`src/rtl/hyperram_pkg.sv`:
```
// Shared types and constants for the HyperRAM Wishbone front end.
// FSM encoding, CSR map and reset values.
package hyperram_pkg;

  typedef enum logic [1:0] {
    ST_IDLE,
    ST_ISSUE,
    ST_WAIT,
    ST_ACK
  } state_t;

  localparam logic [1:0]  CSR_CFG         = 2'd0;
  localparam logic [1:0]  CSR_STATUS      = 2'd1;

  localparam logic [3:0]  CFG_LATENCY_RST = 4'd6;
  localparam logic        CFG_FIXED_RST   = 1'b1;
  localparam int          CFG_FIXED_BIT   = 4;

  localparam int          STS_FLAG_BIT    = 16;
  localparam logic [15:0] STS_CNT_MAX     = 16'hFFFF;

endpackage

```
`src/rtl/hyperram_wb_frontend_if.sv`:
```
// Wishbone classic slave bus as seen by the HyperRAM front end.
// Signal names keep the Caravel wbs_* naming.
interface hyperram_wb_frontend_if;

  logic        wbs_stb_i;
  logic        wbs_cyc_i;
  logic        wbs_we_i;
  logic [3:0]  wbs_sel_i;
  logic [31:0] wbs_adr_i;
  logic [31:0] wbs_dat_i;
  logic        wbs_ack_o;
  logic [31:0] wbs_dat_o;

  modport master (
    output wbs_stb_i, wbs_cyc_i, wbs_we_i,
    output wbs_sel_i, wbs_adr_i, wbs_dat_i,
    input  wbs_ack_o, wbs_dat_o
  );

  modport slave (
    input  wbs_stb_i, wbs_cyc_i, wbs_we_i,
    input  wbs_sel_i, wbs_adr_i, wbs_dat_i,
    output wbs_ack_o, wbs_dat_o
  );

endinterface

```
`src/rtl/hyperram_wb_csr.sv`:
```
// CFG and STATUS registers: latency config, timeout counter and
// sticky W1C timeout flag.
module hyperram_wb_csr
  import hyperram_pkg::*;
(
  input  logic        clk,
  input  logic        rst,
  input  logic        wr_en,
  input  logic [1:0]  offset,
  input  logic        sel0,
  input  logic [4:0]  cfg_wdata,
  input  logic        clr,
  input  logic        timeout,
  output logic [31:0] rdata,
  output logic [3:0]  cfg_latency,
  output logic        cfg_fixed
);

  logic [15:0] cnt;
  logic        flag;
  logic        cfg_hit;
  logic        clr_hit;

  assign cfg_hit = wr_en & (offset == CSR_CFG) & sel0;
  assign clr_hit = wr_en & (offset == CSR_STATUS) & clr;

  always_ff @(posedge clk) begin
    if (rst) begin
      cfg_latency <= CFG_LATENCY_RST;
      cfg_fixed   <= CFG_FIXED_RST;
      cnt         <= '0;
      flag        <= 1'b0;
    end else begin
      if (cfg_hit) begin
        cfg_latency <= cfg_wdata[3:0];
        cfg_fixed   <= cfg_wdata[CFG_FIXED_BIT];
      end
      // A clear landing with a timeout wipes history, then counts this one.
      if (timeout) begin
        flag <= 1'b1;
        if (clr_hit)
          cnt <= 16'd1;
        else if (cnt != STS_CNT_MAX)
          cnt <= cnt + 16'd1;
      end else if (clr_hit) begin
        cnt  <= '0;
        flag <= 1'b0;
      end
    end
  end

  always_comb begin
    rdata = '0;
    unique case (1'b1)
      offset == CSR_CFG:
        rdata[CFG_FIXED_BIT:0] = {cfg_fixed, cfg_latency};
      offset == CSR_STATUS:
        rdata[STS_FLAG_BIT:0] = {flag, cnt};
      default: ;
    endcase
  end

endmodule

```
`src/rtl/hyperram_wb_frontend.sv`:
```
// Wishbone classic slave to one-deep HyperBus command/response bridge,
// with CSR window and a watchdog that terminates hung accesses.
module hyperram_wb_frontend
  import hyperram_pkg::*;
#(
  parameter logic [31:0] BASE_ADDR      = 32'h3000_0000,
  parameter int          TIMEOUT_CYCLES = 255,
  parameter logic [31:0] TIMEOUT_RDATA  = 32'hFFFF_FFFF
) (
  input  logic        wb_clk_i,
  input  logic        wb_rst_i,
  hyperram_wb_frontend_if.slave wb,
  output logic        cmd_valid_o,
  input  logic        cmd_ready_i,
  output logic        cmd_we_o,
  output logic [21:0] cmd_addr_o,
  output logic [31:0] cmd_wdata_o,
  output logic [3:0]  cmd_sel_o,
  output logic        cmd_abort_o,
  input  logic        rsp_valid_i,
  input  logic [31:0] rsp_rdata_i,
  output logic [3:0]  cfg_latency_o,
  output logic        cfg_fixed_o,
  output logic        hb_read_timeout
);

  localparam int WD_W = $clog2(TIMEOUT_CYCLES + 1);
  localparam logic [WD_W-1:0] WD_LAST = WD_W'(TIMEOUT_CYCLES - 1);

  state_t          state;
  logic [WD_W-1:0] wd;
  logic            hit;
  logic            csr_we;
  logic            rsp_hit;
  logic            expire;
  logic [31:0]     csr_rdata;
  logic            unused_adr;

  assign hit = wb.wbs_stb_i & wb.wbs_cyc_i
             & (wb.wbs_adr_i[31:24] == BASE_ADDR[31:24]);
  assign csr_we = (state == ST_IDLE) & hit
                & wb.wbs_adr_i[23] & wb.wbs_we_i;
  assign rsp_hit = (state == ST_WAIT) & rsp_valid_i;
  // Expiry is decided on the edge the counter reaches the limit;
  // a response on that same edge still wins.
  assign expire = (wd == WD_LAST) & ~rsp_hit;
  assign unused_adr = ^wb.wbs_adr_i[1:0];

  hyperram_wb_csr u_csr (
    .clk         (wb_clk_i),
    .rst         (wb_rst_i),
    .wr_en       (csr_we),
    .offset      (wb.wbs_adr_i[3:2]),
    .sel0        (wb.wbs_sel_i[0]),
    .cfg_wdata   (wb.wbs_dat_i[4:0]),
    .clr         (wb.wbs_dat_i[STS_FLAG_BIT]),
    .timeout     (hb_read_timeout),
    .rdata       (csr_rdata),
    .cfg_latency (cfg_latency_o),
    .cfg_fixed   (cfg_fixed_o)
  );

  always_ff @(posedge wb_clk_i) begin
    if (wb_rst_i) begin
      state           <= ST_IDLE;
      wd              <= '0;
      wb.wbs_ack_o    <= 1'b0;
      wb.wbs_dat_o    <= '0;
      cmd_valid_o     <= 1'b0;
      cmd_we_o        <= 1'b0;
      cmd_addr_o      <= '0;
      cmd_wdata_o     <= '0;
      cmd_sel_o       <= '0;
      cmd_abort_o     <= 1'b0;
      hb_read_timeout <= 1'b0;
    end else begin
      wb.wbs_ack_o    <= 1'b0;
      cmd_abort_o     <= 1'b0;
      hb_read_timeout <= 1'b0;
      unique case (state)
        ST_IDLE: begin
          if (hit && wb.wbs_adr_i[23]) begin
            state        <= ST_ACK;
            wb.wbs_ack_o <= 1'b1;
            wb.wbs_dat_o <= wb.wbs_we_i ? '0 : csr_rdata;
          end else if (hit) begin
            state       <= ST_ISSUE;
            wd          <= '0;
            cmd_valid_o <= 1'b1;
            cmd_we_o    <= wb.wbs_we_i;
            cmd_addr_o  <= wb.wbs_adr_i[23:2];
            cmd_wdata_o <= wb.wbs_dat_i;
            cmd_sel_o   <= wb.wbs_sel_i;
          end
        end
        ST_ISSUE, ST_WAIT: begin
          if (hb_read_timeout) begin
            state        <= ST_ACK;
            wb.wbs_ack_o <= 1'b1;
            wb.wbs_dat_o <= TIMEOUT_RDATA;
          end else if (expire) begin
            wd              <= wd + WD_W'(1);
            cmd_valid_o     <= 1'b0;
            cmd_abort_o     <= 1'b1;
            hb_read_timeout <= 1'b1;
          end else if (rsp_hit) begin
            state        <= ST_ACK;
            wb.wbs_ack_o <= 1'b1;
            wb.wbs_dat_o <= cmd_we_o ? '0 : rsp_rdata_i;
          end else begin
            wd <= wd + WD_W'(1);
            if (state == ST_ISSUE && cmd_valid_o && cmd_ready_i) begin
              cmd_valid_o <= 1'b0;
              state       <= ST_WAIT;
            end
          end
        end
        ST_ACK: state <= ST_IDLE;
      endcase
    end
  end

endmodule
```
`src/flat_wrapper.sv`:
```
// flat-port wrapper written by rule: the top's interface ports become plain ports
module hyperram_wb_frontend_flat import hyperram_pkg::*;
#(
  parameter logic [31:0] BASE_ADDR      = 32'h3000_0000,
  parameter int          TIMEOUT_CYCLES = 255,
  parameter logic [31:0] TIMEOUT_RDATA  = 32'hFFFF_FFFF
)
  (wb_clk_i, wb_rst_i, cmd_valid_o, cmd_ready_i, cmd_we_o, cmd_addr_o, cmd_wdata_o, cmd_sel_o, cmd_abort_o, rsp_valid_i, rsp_rdata_i, cfg_latency_o, cfg_fixed_o, hb_read_timeout, wb_wbs_stb_i, wb_wbs_cyc_i, wb_wbs_we_i, wb_wbs_sel_i, wb_wbs_adr_i, wb_wbs_dat_i, wb_wbs_ack_o, wb_wbs_dat_o);
  hyperram_wb_frontend_if wb_i ();
  input  logic wb_clk_i;
  input  logic wb_rst_i;
  output logic cmd_valid_o;
  input  logic cmd_ready_i;
  output logic cmd_we_o;
  output logic [21:0] cmd_addr_o;
  output logic [31:0] cmd_wdata_o;
  output logic [3:0] cmd_sel_o;
  output logic cmd_abort_o;
  input  logic rsp_valid_i;
  input  logic [31:0] rsp_rdata_i;
  output logic [3:0] cfg_latency_o;
  output logic cfg_fixed_o;
  output logic hb_read_timeout;
  input wire logic [$bits(wb_i.wbs_stb_i)-1:0] wb_wbs_stb_i;
  input wire logic [$bits(wb_i.wbs_cyc_i)-1:0] wb_wbs_cyc_i;
  input wire logic [$bits(wb_i.wbs_we_i)-1:0] wb_wbs_we_i;
  input wire logic [$bits(wb_i.wbs_sel_i)-1:0] wb_wbs_sel_i;
  input wire logic [$bits(wb_i.wbs_adr_i)-1:0] wb_wbs_adr_i;
  input wire logic [$bits(wb_i.wbs_dat_i)-1:0] wb_wbs_dat_i;
  output wire logic [$bits(wb_i.wbs_ack_o)-1:0] wb_wbs_ack_o;
  output wire logic [$bits(wb_i.wbs_dat_o)-1:0] wb_wbs_dat_o;
  assign wb_i.wbs_stb_i = wb_wbs_stb_i;
  assign wb_i.wbs_cyc_i = wb_wbs_cyc_i;
  assign wb_i.wbs_we_i = wb_wbs_we_i;
  assign wb_i.wbs_sel_i = wb_wbs_sel_i;
  assign wb_i.wbs_adr_i = wb_wbs_adr_i;
  assign wb_i.wbs_dat_i = wb_wbs_dat_i;
  assign wb_wbs_ack_o = wb_i.wbs_ack_o;
  assign wb_wbs_dat_o = wb_i.wbs_dat_o;
  hyperram_wb_frontend #(.BASE_ADDR(BASE_ADDR), .TIMEOUT_CYCLES(TIMEOUT_CYCLES), .TIMEOUT_RDATA(TIMEOUT_RDATA)) u_core (.wb_clk_i(wb_clk_i), .wb_rst_i(wb_rst_i), .wb(wb_i), .cmd_valid_o(cmd_valid_o), .cmd_ready_i(cmd_ready_i), .cmd_we_o(cmd_we_o), .cmd_addr_o(cmd_addr_o), .cmd_wdata_o(cmd_wdata_o), .cmd_sel_o(cmd_sel_o), .cmd_abort_o(cmd_abort_o), .rsp_valid_i(rsp_valid_i), .rsp_rdata_i(rsp_rdata_i), .cfg_latency_o(cfg_latency_o), .cfg_fixed_o(cfg_fixed_o), .hb_read_timeout(hb_read_timeout));
endmodule
```
`config.mk`:
```
export PLATFORM = sky130hd
export DESIGN_NAME = hyperram_wb_frontend_flat
export DESIGN_NICKNAME = d
export VERILOG_FILES = /design/src/rtl/hyperram_pkg.sv /design/src/rtl/hyperram_wb_frontend_if.sv /design/src/rtl/hyperram_wb_csr.sv /design/src/rtl/hyperram_wb_frontend.sv /design/src/flat_wrapper.sv
export SDC_FILE = /design/constraint.sdc
export NUM_CORES = 1
export LEC_CHECK = 0
export BUFFER_PORTS_ARGS = -buffer_cell sky130_fd_sc_hd__clkbuf_2
export CAP_MARGIN = 40
export CORE_UTILIZATION = 40
export CTS_BUF_LIST = sky130_fd_sc_hd__clkbuf_8
export DETAILED_ROUTE_END_ITERATION = 8
export PLACE_DENSITY = 0.74
export SYNTH_ARGS = -nofsm -noshare
export SYNTH_HDL_FRONTEND = slang
export SYNTH_SLANG_ARGS = --single-unit
```
`constraint.sdc`:
```
create_clock -name wb_clk_i -period 4.2 [get_ports wb_clk_i]
set_clock_uncertainty 0.15 [all_clocks]
set_input_delay 0.21 -clock wb_clk_i [delete_from_list [all_inputs] [get_ports wb_clk_i]]
set_output_delay 0.21 -clock wb_clk_i [all_outputs]
set_load 0.02 [all_outputs]
```
==> results of run 1 <==
## sequential cells by signal, indices dropped and copies added (netlist names), 2 cells and up
register / flops
u_core.wd: 8
u_core.state: 2
u_core.cmd_sel_o: 4
u_core.u_csr.cfg_latency: 4
u_core.wb.wbs_dat_o: 32
u_core.cmd_addr_o: 22
u_core.cmd_wdata_o: 32
u_core.u_csr.cnt: 16
## per-layer routing
layer | share of wire (%) | up-vias | GRT usage (%)
met5 | 0 | - | 0
met4 | 2.3 | 0 | 9.34
met3 | 7.4 | 31 | 7.89
met2 | 48 | 220 | 37.1
met1 | 43 | 2657 | 27.2
li1 | - | 2811 | -
## layout make-up
type | count | area share (%)
diodes | 1 | 0.0310
clock buffers | 19 | 3.24
clock inverters | 13 | 1.88
inverters | 11 | 0.512
multi-input cells | 464 | 38.4
flip-flops and latches | 126 | 31.3
well taps | 180 | 2.79
repair buffers | 280 | 21.9
## repair_timing
action,CTS,global route
hold endpoints to repair,70,0
hold buffers,65,0
buffers inserted,0,0
## final timing paths
path,startpoint,endpoint,cells past startpoint
worst max register to register,u_core.state[1]$_SDFFE_PP0P_,u_core.wb.wbs_dat_o[18]$_SDFFE_PP0P_,7
worst min-delay path,rsp_rdata_i[27],u_core.wb.wbs_dat_o[27]$_SDFFE_PP0P_,4
worst max-delay path,u_core.state[1]$_SDFFE_PP0P_,u_core.wb.wbs_dat_o[18]$_SDFFE_PP0P_,7
worst min register to register,u_core.wb.wbs_dat_o[31]$_SDFFE_PP0P_,u_core.wb.wbs_dat_o[31]$_SDFFE_PP0P_,2
## worst min-delay path: stages
cell,delay [ps]
clkbuf_2,70
nor2b_1,110
o21ai_0,80
mux2i_1,120
## through the flow
stage                     util (%)  worst slack, ps  std cells  hold WS (ps)  area, µm²
after detailed placement      49.7             1460        996           297       7010
after CTS                     57.2             1450       1093          1.19       8070
final                         57.3             1440       1094          20.4       8070
after global routing          57.3             1250       1094          41.8       8070
after global placement        49.6             1460        995           288       7000
after floorplan                  -             1990        648           204       5870
## power by group through the flow
| stage | combinational (mW) | clock [mW] | sequential [mW] |
|---|---|---|---|
| after global placement | 0.261 | 0 | 1.24 |
| after detailed placement | 0.263 | 0 | 1.24 |
| after floorplan | 0.161 | 0 | 1.24 |
| final | 0.316 | 1.10 | 1.21 |
| after global routing | 0.343 | 1.17 | 1.21 |
| after CTS | 0.312 | 1.12 | 1.21 |
## cells in the final DEF (no fill, tap or decap), types with 4 or more instances in the layout
| cell | n |
|---|---|
| nand3_1 | 22 |
| mux2i_1 | 74 |
| o21ai_0 | 46 |
| inv_6 | 5 |
| clkbuf_2 | 203 |
| buf_4 | 11 |
| o31ai_1 | 7 |
| mux2_4 | 15 |
| nor3_1 | 7 |
| or3_1 | 4 |
| nand4_1 | 13 |
| nand2_1 | 40 |
| clkbuf_8 | 19 |
| a32o_1 | 6 |
| a22oi_1 | 5 |
| nor4_1 | 9 |
| a21oi_1 | 36 |
| inv_1 | 11 |
| ha_1 | 7 |
| and4_1 | 6 |
| dlygate4sd3_1 | 65 |
| dfxtp_1 | 126 |
| nor2_1 | 70 |
| nor2b_1 | 50 |
| or4_1 | 5 |
## logic make-up (layout without fill, tap and decap cells)
family / Yosys count / count (layout) / share of synthesized area [%]
multiplexers: 92 / 92 / 17.0
AND/OR/NAND/NOR: 243 / 243 / 21.6
adder cells (fa/ha/maj): 7 / 7 / 1.49
flip-flops: 126 / 126 / 43.0
AO/OA/AOI/OAI: 122 / 122 / 12.6
buffers and inverters: 58 / 323 / 4.22
other: 0 / 1 / 0
==> parameters.txt, run 1 <==
Parameter                              Value

Timing
  Slew at the pin closest to its max-slew limit ... 936 ps
  Setup repair after global routing missed its margin ... false
  Count of endpoints failing hold in the final timing report ... 0
  Summed negative setup slack over all endpoints ... 0 ps
  Tightest slew margin relative to the limit ... 37.5%
  Final worst-path cycle share ... 65.7%
  Final setup vio count ... 0
  Top achievable clock speed ... 362 MHz
  Min Clock Period, post-route ... 2760 ps
  Max-slew violation total from the final report ... 0

CTS
  Insertion delay of the later-clocked pin in the worst-skew pair ... 450 ps
  Total CTS buffers ... 17
  Clock slew at reported path FFs ... 80 ps
  CTS tree ... done
  Maximum clock path buffer count ... 2
  CTS H-Tree Depth ... 4
  Sink Count ... 126
  Clk root buf ... clkbuf_8
  Count of cells resized by post-cts repair ... 0

Global routing
  Wire length of the first global-routing pass ... 26700 µm
  Number of antenna violations at the first check in global routing ... 1
  Maximum number of pins on one net before global-route repair ... 75
  Leftover overflow at the end of global routing ... 0
  Overall Global Routing Usage ... 22.7%
  Number of global-route vias before repair ... 5449

Critical path
  Delay of the slowest cell on the worst path ... 650 ps
  Required @ worst endpoint ... 4430 ps
  R2R setup slack ... 1440 ps
  Number of buffer and inverter instances along the worst setup path ... 3
  Type of element launching the critical path ... flop
  Kind of critical path ... flop to flop
  Arrival time at the worst endpoint ... 2990 ps
  Cell-by-cell listing of the critical path ... inv_1 > ha_1 > inv_1 > nor4_1 > a2111o_2 > buf_4 > mux2i_1
  Crit path max-delay cell type ... a2111o_2
  Cell repeated most along the worst path ... inv_1
  Critical path endpoint category ... flop
  Crit-path leading delay family ... compound AO/OA/AOI/OAI gates
  Largest fanout on the critical path ... 24

Synth
  Yosys reg bits ... 126
  Avg Cell Area, Syn ... 9.05 µm²
  Number of enable flip-flop cells after synthesis ... 0
  Commonest cells in the netlist ... dfxtp_1 (126), mux2i_1 (74), nor2_1 (70), nor2b_1 (50), o21ai_0 (46)
  Cell area after synthesis ... 5870 µm²
  Net count after synthesis ... 762
  Netlist cell types ... 53
  Sequential fraction of the synthesis area ... 43.0%
  Largest area contributor in the netlist ... dfxtp_1
  Ys async rst share ... 0%
  Syn. warnings ... 0
  Largest cells by area after synthesis ... dfxtp_1 (43%), mux2i_1 (13%), nor2b_1 (5.3%), nor2_1 (4.5%), o21ai_0 (3.9%)
  Post-synthesis instance total ... 648
  Primary FF master, synth ... dfxtp_1
  Library cell with the highest instance count after synthesis ... dfxtp_1
  Area share of the leading cell type in the synthesized netlist ... 43.0%

Power
  Sequential Power Share ... 46.0%
  Relative contribution of combinational cells to total power ... 12.0%
  Pint ... 1.93 mW
  Pwr Total ... 2.63 mW
  Leakage ... 3.89 nW
  Total net switching power ... 0.703 mW
  Cell area power density ... 326 nW/µm²
  Net switching share of the total power ... 26.7%
  Clock power share ... 42.0%
  Max VDD drop ... 0.258 mV

Cells and area
  Signed area change from the synthesized netlist to the final layout ... 37.6%
  Area taken by multi-input logic gates ... 3100 µm²
  Flip-flop and latch area ... 2520 µm²
  Layout cell share with drive strength beyond 1 ... 29.5%
  Post-layout nets ... 1014
  Number of filler instances in the final layout ... 1202

Drt
  Final Routed Wirelength ... 17100 µm
  Detail-routed via count per cell ... 5.23
  Remaining antenna violation count after routing ... 0
  DRC violation count after routing ... 0
  Detailed router's first-iteration violation count ... 395
  Vias after detailed routing ... 5719
  Average wire length per cell after detail routing ... 15.6 µm
  Router iterations before antenna repair ... 5

Run status
  Result of the run ... finished, final reports clean

Run
  Number of max-cap violations ... 0

Placement
  Number of port buffers ... 204
  Placer's final routability congestion estimate ... 0.843
  Half-perimeter wire length after placement ... 11100 µm

Die
  Num rows ... 43
  Die outline height ... 123 µm
  Starting Density ... 41.6%
  Count of boundary I/O pins ... 207
  Die extent in x ... 123 µm
  Area inside the core boundary ... 14100 µm²
  Area of the die ... 15200 µm²

Hold path
  Min-Delay Path Class ... input pin to flop
(Power assumes the default switching activity.)
==> run 2, diff against run 1 <==
--- a/config.mk
+++ b/config.mk
@@ -10,7 +10,7 @@
 export CORE_UTILIZATION = 40
 export CTS_BUF_LIST = sky130_fd_sc_hd__clkbuf_8
 export DETAILED_ROUTE_END_ITERATION = 8
-export PLACE_DENSITY = 0.74
+export PLACE_DENSITY = 0.77
 export SYNTH_ARGS = -nofsm -noshare
 export SYNTH_HDL_FRONTEND = slang
 export SYNTH_SLANG_ARGS = --single-unit
==> constraint.sdc (replaced) <==
create_clock -name wb_clk_i -period 2.25 [get_ports wb_clk_i]
set_clock_uncertainty 0.15 [all_clocks]
set_input_delay 0.1125 -clock wb_clk_i [delete_from_list [all_inputs] [get_ports wb_clk_i]]
set_output_delay 0.1125 -clock wb_clk_i [all_outputs]
set_load 0.02 [all_outputs]
==> parameters.txt, run 2 (synthesized netlist as in run 1, its figures left out) <==
Parameter                              Value

Drt
  Average wire length per cell after detail routing ... 16.7 µm (was 15.6 µm)
  Detailed router's first-iteration violation count ... 479 (was 395)
  Router iterations before antenna repair ... 5 (unchanged)
  Final Routed Wirelength ... 18700 µm (was 17100 µm)
  DRC violation count after routing ... 0 (unchanged)
  Remaining antenna violation count after routing ... 0 (unchanged)
  Detail-routed via count per cell ... 5.33 (was 5.23)
  Vias after detailed routing ... 5973 (was 5719)

Cells and area
  Number of filler instances in the final layout ... 1200 (was 1202)
  Signed area change from the synthesized netlist to the final layout ... 41.6% (was 37.6%)
  Post-layout nets ... 1040 (was 1014)
  Layout cell share with drive strength beyond 1 ... 30.2% (was 29.5%)
  Leading registers by flop count ... u_core.cmd_wdata_o: 32 flops, u_core.wb.wbs_dat_o: 32 flops, u_core.cmd_addr_o: 22 flops (unchanged)
  Number of cells in the finished layout apart from fillers ... 1120 (was 1094)
  Cell area after layout ... 8310 µm² (was 8070 µm²)
  Most common cell after layout, fill and taps aside ... clkbuf_2 (unchanged)
  Final core area utilization ... 58.9% (was 57.3%)
  Commonest non-fill, non-tap cells in the layout ... clkbuf_2 (203), dfxtp_1 (126), dlygate4sd3_1 (75) (was clkbuf_2 (203), dfxtp_1 (126), mux2i_1 (74))

Global routing
  Number of antenna violations at the first check in global routing ... 1 (unchanged)
  Number of global-route vias before repair ... 5856 (was 5449)
  Leftover overflow at the end of global routing ... 0 (unchanged)
  Maximum number of pins on one net before global-route repair ... 110 (was 75)
  Overall Global Routing Usage ... 24.5% (was 22.7%)
  Wire length of the first global-routing pass ... 28500 µm (was 26700 µm)

Critical path
  Kind of critical path ... flop to flop (unchanged)
  Cell repeated most along the worst path ... inv_1 (unchanged)
  Arrival time at the worst endpoint ... 2350 ps (was 2990 ps)
  Delay of the slowest cell on the worst path ... 480 ps (was 650 ps)
  Critical R2R Capture ... u_core.state[0]$_SDFFE_PP0P_ (was u_core.wb.wbs_dat_o[18]$_SDFFE_PP0P_)
  Largest fanout on the critical path ... 5 (was 24)
  Cell-by-cell listing of the critical path ... inv_1 > ha_1 > inv_1 > buf_4 > a31oi_1 > a221oi_1 > mux2_2 (was inv_1 > ha_1 > inv_1 > nor4_1 > a2111o_2 > buf_4 > mux2i_1)
  Crit path max-delay cell type ... a221oi_1 (was a2111o_2)
  R2R setup slack ... 80 ps (was 1440 ps)
  Required @ worst endpoint ... 2430 ps (was 4430 ps)
  Number of buffer and inverter instances along the worst setup path ... 3 (unchanged)
  Depth of the most critical reg-to-reg path ... 7 (unchanged)
  Crit-path leading delay family ... compound AO/OA/AOI/OAI gates (unchanged)
  Critical path endpoint category ... flop (unchanged)
  Crit Reg-Reg Startpoint ... u_core.state[1]$_SDFFE_PP0P_ (unchanged)
  Type of element launching the critical path ... flop (unchanged)

Hold path
  Hold path start ... wb_wbs_adr_i[23] (was rsp_rdata_i[27])
  Number of stages on the worst hold path ... 5 (was 4)
  Endpoint with the worst hold slack ... u_core.wb.wbs_ack_o$_SDFF_PP0_ (was u_core.wb.wbs_dat_o[27]$_SDFFE_PP0P_)
  Min-Delay Path Class ... input pin to flop (unchanged)

CTS
  Clk root buf ... clkbuf_8 (unchanged)
  Number of buffers inserted to repair setup after CTS ... 0 (unchanged)
  Sink Count ... 126 (unchanged)
  Clock slew at reported path FFs ... 70 ps (was 80 ps)
  CTS H-Tree Depth ... 4 (unchanged)
  CTS tree ... done (unchanged)
  Maximum clock path buffer count ... 2 (unchanged)
  Total CTS buffers ... 17 (unchanged)
  Insertion delay of the later-clocked pin in the worst-skew pair ... 440 ps (was 450 ps)

Timing
  Final setup vio count ... 0 (unchanged)
  Final worst-path cycle share ... 96.5% (was 65.7%)
  Slew at the pin closest to its max-slew limit ... 658 ps (was 936 ps)
  Count of endpoints failing hold in the final timing report ... 0 (unchanged)
  Summed negative setup slack over all endpoints ... 0 ps (unchanged)
  Min Clock Period, post-route ... 2170 ps (was 2760 ps)
  Setup repair after global routing missed its margin ... true (was false)
  Top achievable clock speed ... 460 MHz (was 362 MHz)
  Tightest slew margin relative to the limit ... 55.8% (was 37.5%)
  Max-slew violation total from the final report ... 0 (unchanged)

Power
  Cell area power density ... 578 nW/µm² (was 326 nW/µm²)
  Pwr Total ... 4.80 mW (was 2.63 mW)
  Leakage ... 4.01 nW (was 3.89 nW)
  Max VDD drop ... 0.461 mV (was 0.258 mV)

Placement
  Placer's final routability congestion estimate ... 0.823 (was 0.843)
  Half-perimeter wire length after placement ... 11500 µm (was 11100 µm)
  Placed cell area ... 7150 µm² (was 7010 µm²)
  Cell count after placement ... 1012 (was 996)
  Number of port buffers ... 204 (unchanged)

Die
  Count of boundary I/O pins ... 207 (unchanged)
  Starting Density ... 41.6% (unchanged)
  Die extent in x ... 123 µm (unchanged)
  Area of the die ... 15200 µm² (unchanged)
  Die outline height ... 123 µm (unchanged)
  Area inside the core boundary ... 14100 µm² (unchanged)
  Num rows ... 43 (unchanged)

Run
  Number of max-cap violations ... 0 (unchanged)

Run status
  Result of the run ... finished, final reports clean (unchanged)
==> run 2: cell count changes in the layout (fill, tap and decap cells not counted), moves of 2 or more <==
cell | before | now
inv_6 | 5 | 0
dlygate4sd3_1 | 65 | 75
nor4_1 | 9 | 7
clkinv_2 | 0 | 3
buf_12 | 1 | 3
buf_4 | 11 | 24
inv_1 | 11 | 14
==> run 2: how the worst max path moves through the flow <==
| stage | start | end | slack [ps] | cells past startpoint |
|---|---|---|---|---|
| after floorplan | u_core.state[0]$_SDFFE_PP0P_ | u_core.wb.wbs_dat_o[11]$_SDFFE_PP0P_ | 40 | 8 |
| final | u_core.state[1]$_SDFFE_PP0P_ | u_core.state[0]$_SDFFE_PP0P_ | 80 | 7 |
| after CTS | u_core.state[1]$_SDFFE_PP0P_ | u_core.wb.wbs_dat_o[0]$_SDFFE_PP0P_ | 80 | 7 |
| after global routing | u_core.state[0]$_SDFFE_PP0P_ | u_core.state[0]$_SDFFE_PP0P_ | -20 | 7 |
| after global placement | u_core.state[1]$_SDFFE_PP0P_ | u_core.wb.wbs_dat_o[0]$_SDFFE_PP0P_ | 60 | 7 |
| after detailed placement | u_core.state[1]$_SDFFE_PP0P_ | u_core.wb.wbs_dat_o[0]$_SDFFE_PP0P_ | -20 | 7 |
==> run 2: worst register-to-register path, delay by kind of cell, from the launching register on <==
family | cells | cell delay [ps]
AOI/OAI and AO/OA | 2 | 540
buffers and inverters | 3 | 350
DFF | 1 | 360
adders and majority gates | 1 | 290
muxes | 1 | 380
==> run 2: area by class of cell <==
class,instances,area (µm²),share of cell area (%)
tap,180,225,2.71
clock buffer,18,248,2.98
clock inverter,14,130,1.57
sequential,126,2520,30.4
timing repair buffer,306,2020,24.3
inverter,11,41.3,0.497
antenna,1,2.50,0.0301
multi-input combinational,464,3120,37.6
==> run 2: per-stage QoR <==
stage | setup WS [ps] | hold WS, ps
4_1_cts | 79.2 | 7.70
3_5_place_dp | -15.6 | 201
5_1_grt | -15.8 | 73.6
3_3_place_gp | 61.2 | 191
2_1_floorplan | 37.4 | 106
6_report | 77.9 | 45.6
==> run 2: what timing repair did <==
| item | in CTS | in global routing |
|---|---|---|
| hold buffers | 75 | 0 |
| endpoints found under the setup margin | 7 | 4 |
| hold endpoints to repair | 79 | 0 |
| resized for setup | 2 | 2 |
==> run 2: power by group <==
part | switching (mW) | internal (mW)
Sequential | 0.0103 | 2.25
Clock | 0.902 | 0.992
Combinational | 0.332 | 0.323
Total | 1.24 | 3.56
==> run 2: layer usage <==
metal  vias up  GRT usage, %  part of all wire [%]
li1       2854             -                     -
met1      2803          28.5                    40
met2       259          40.6                    48
met3        57          6.96                   7.6
met4         0          13.1                   3.7
met5         -          1.74                     0
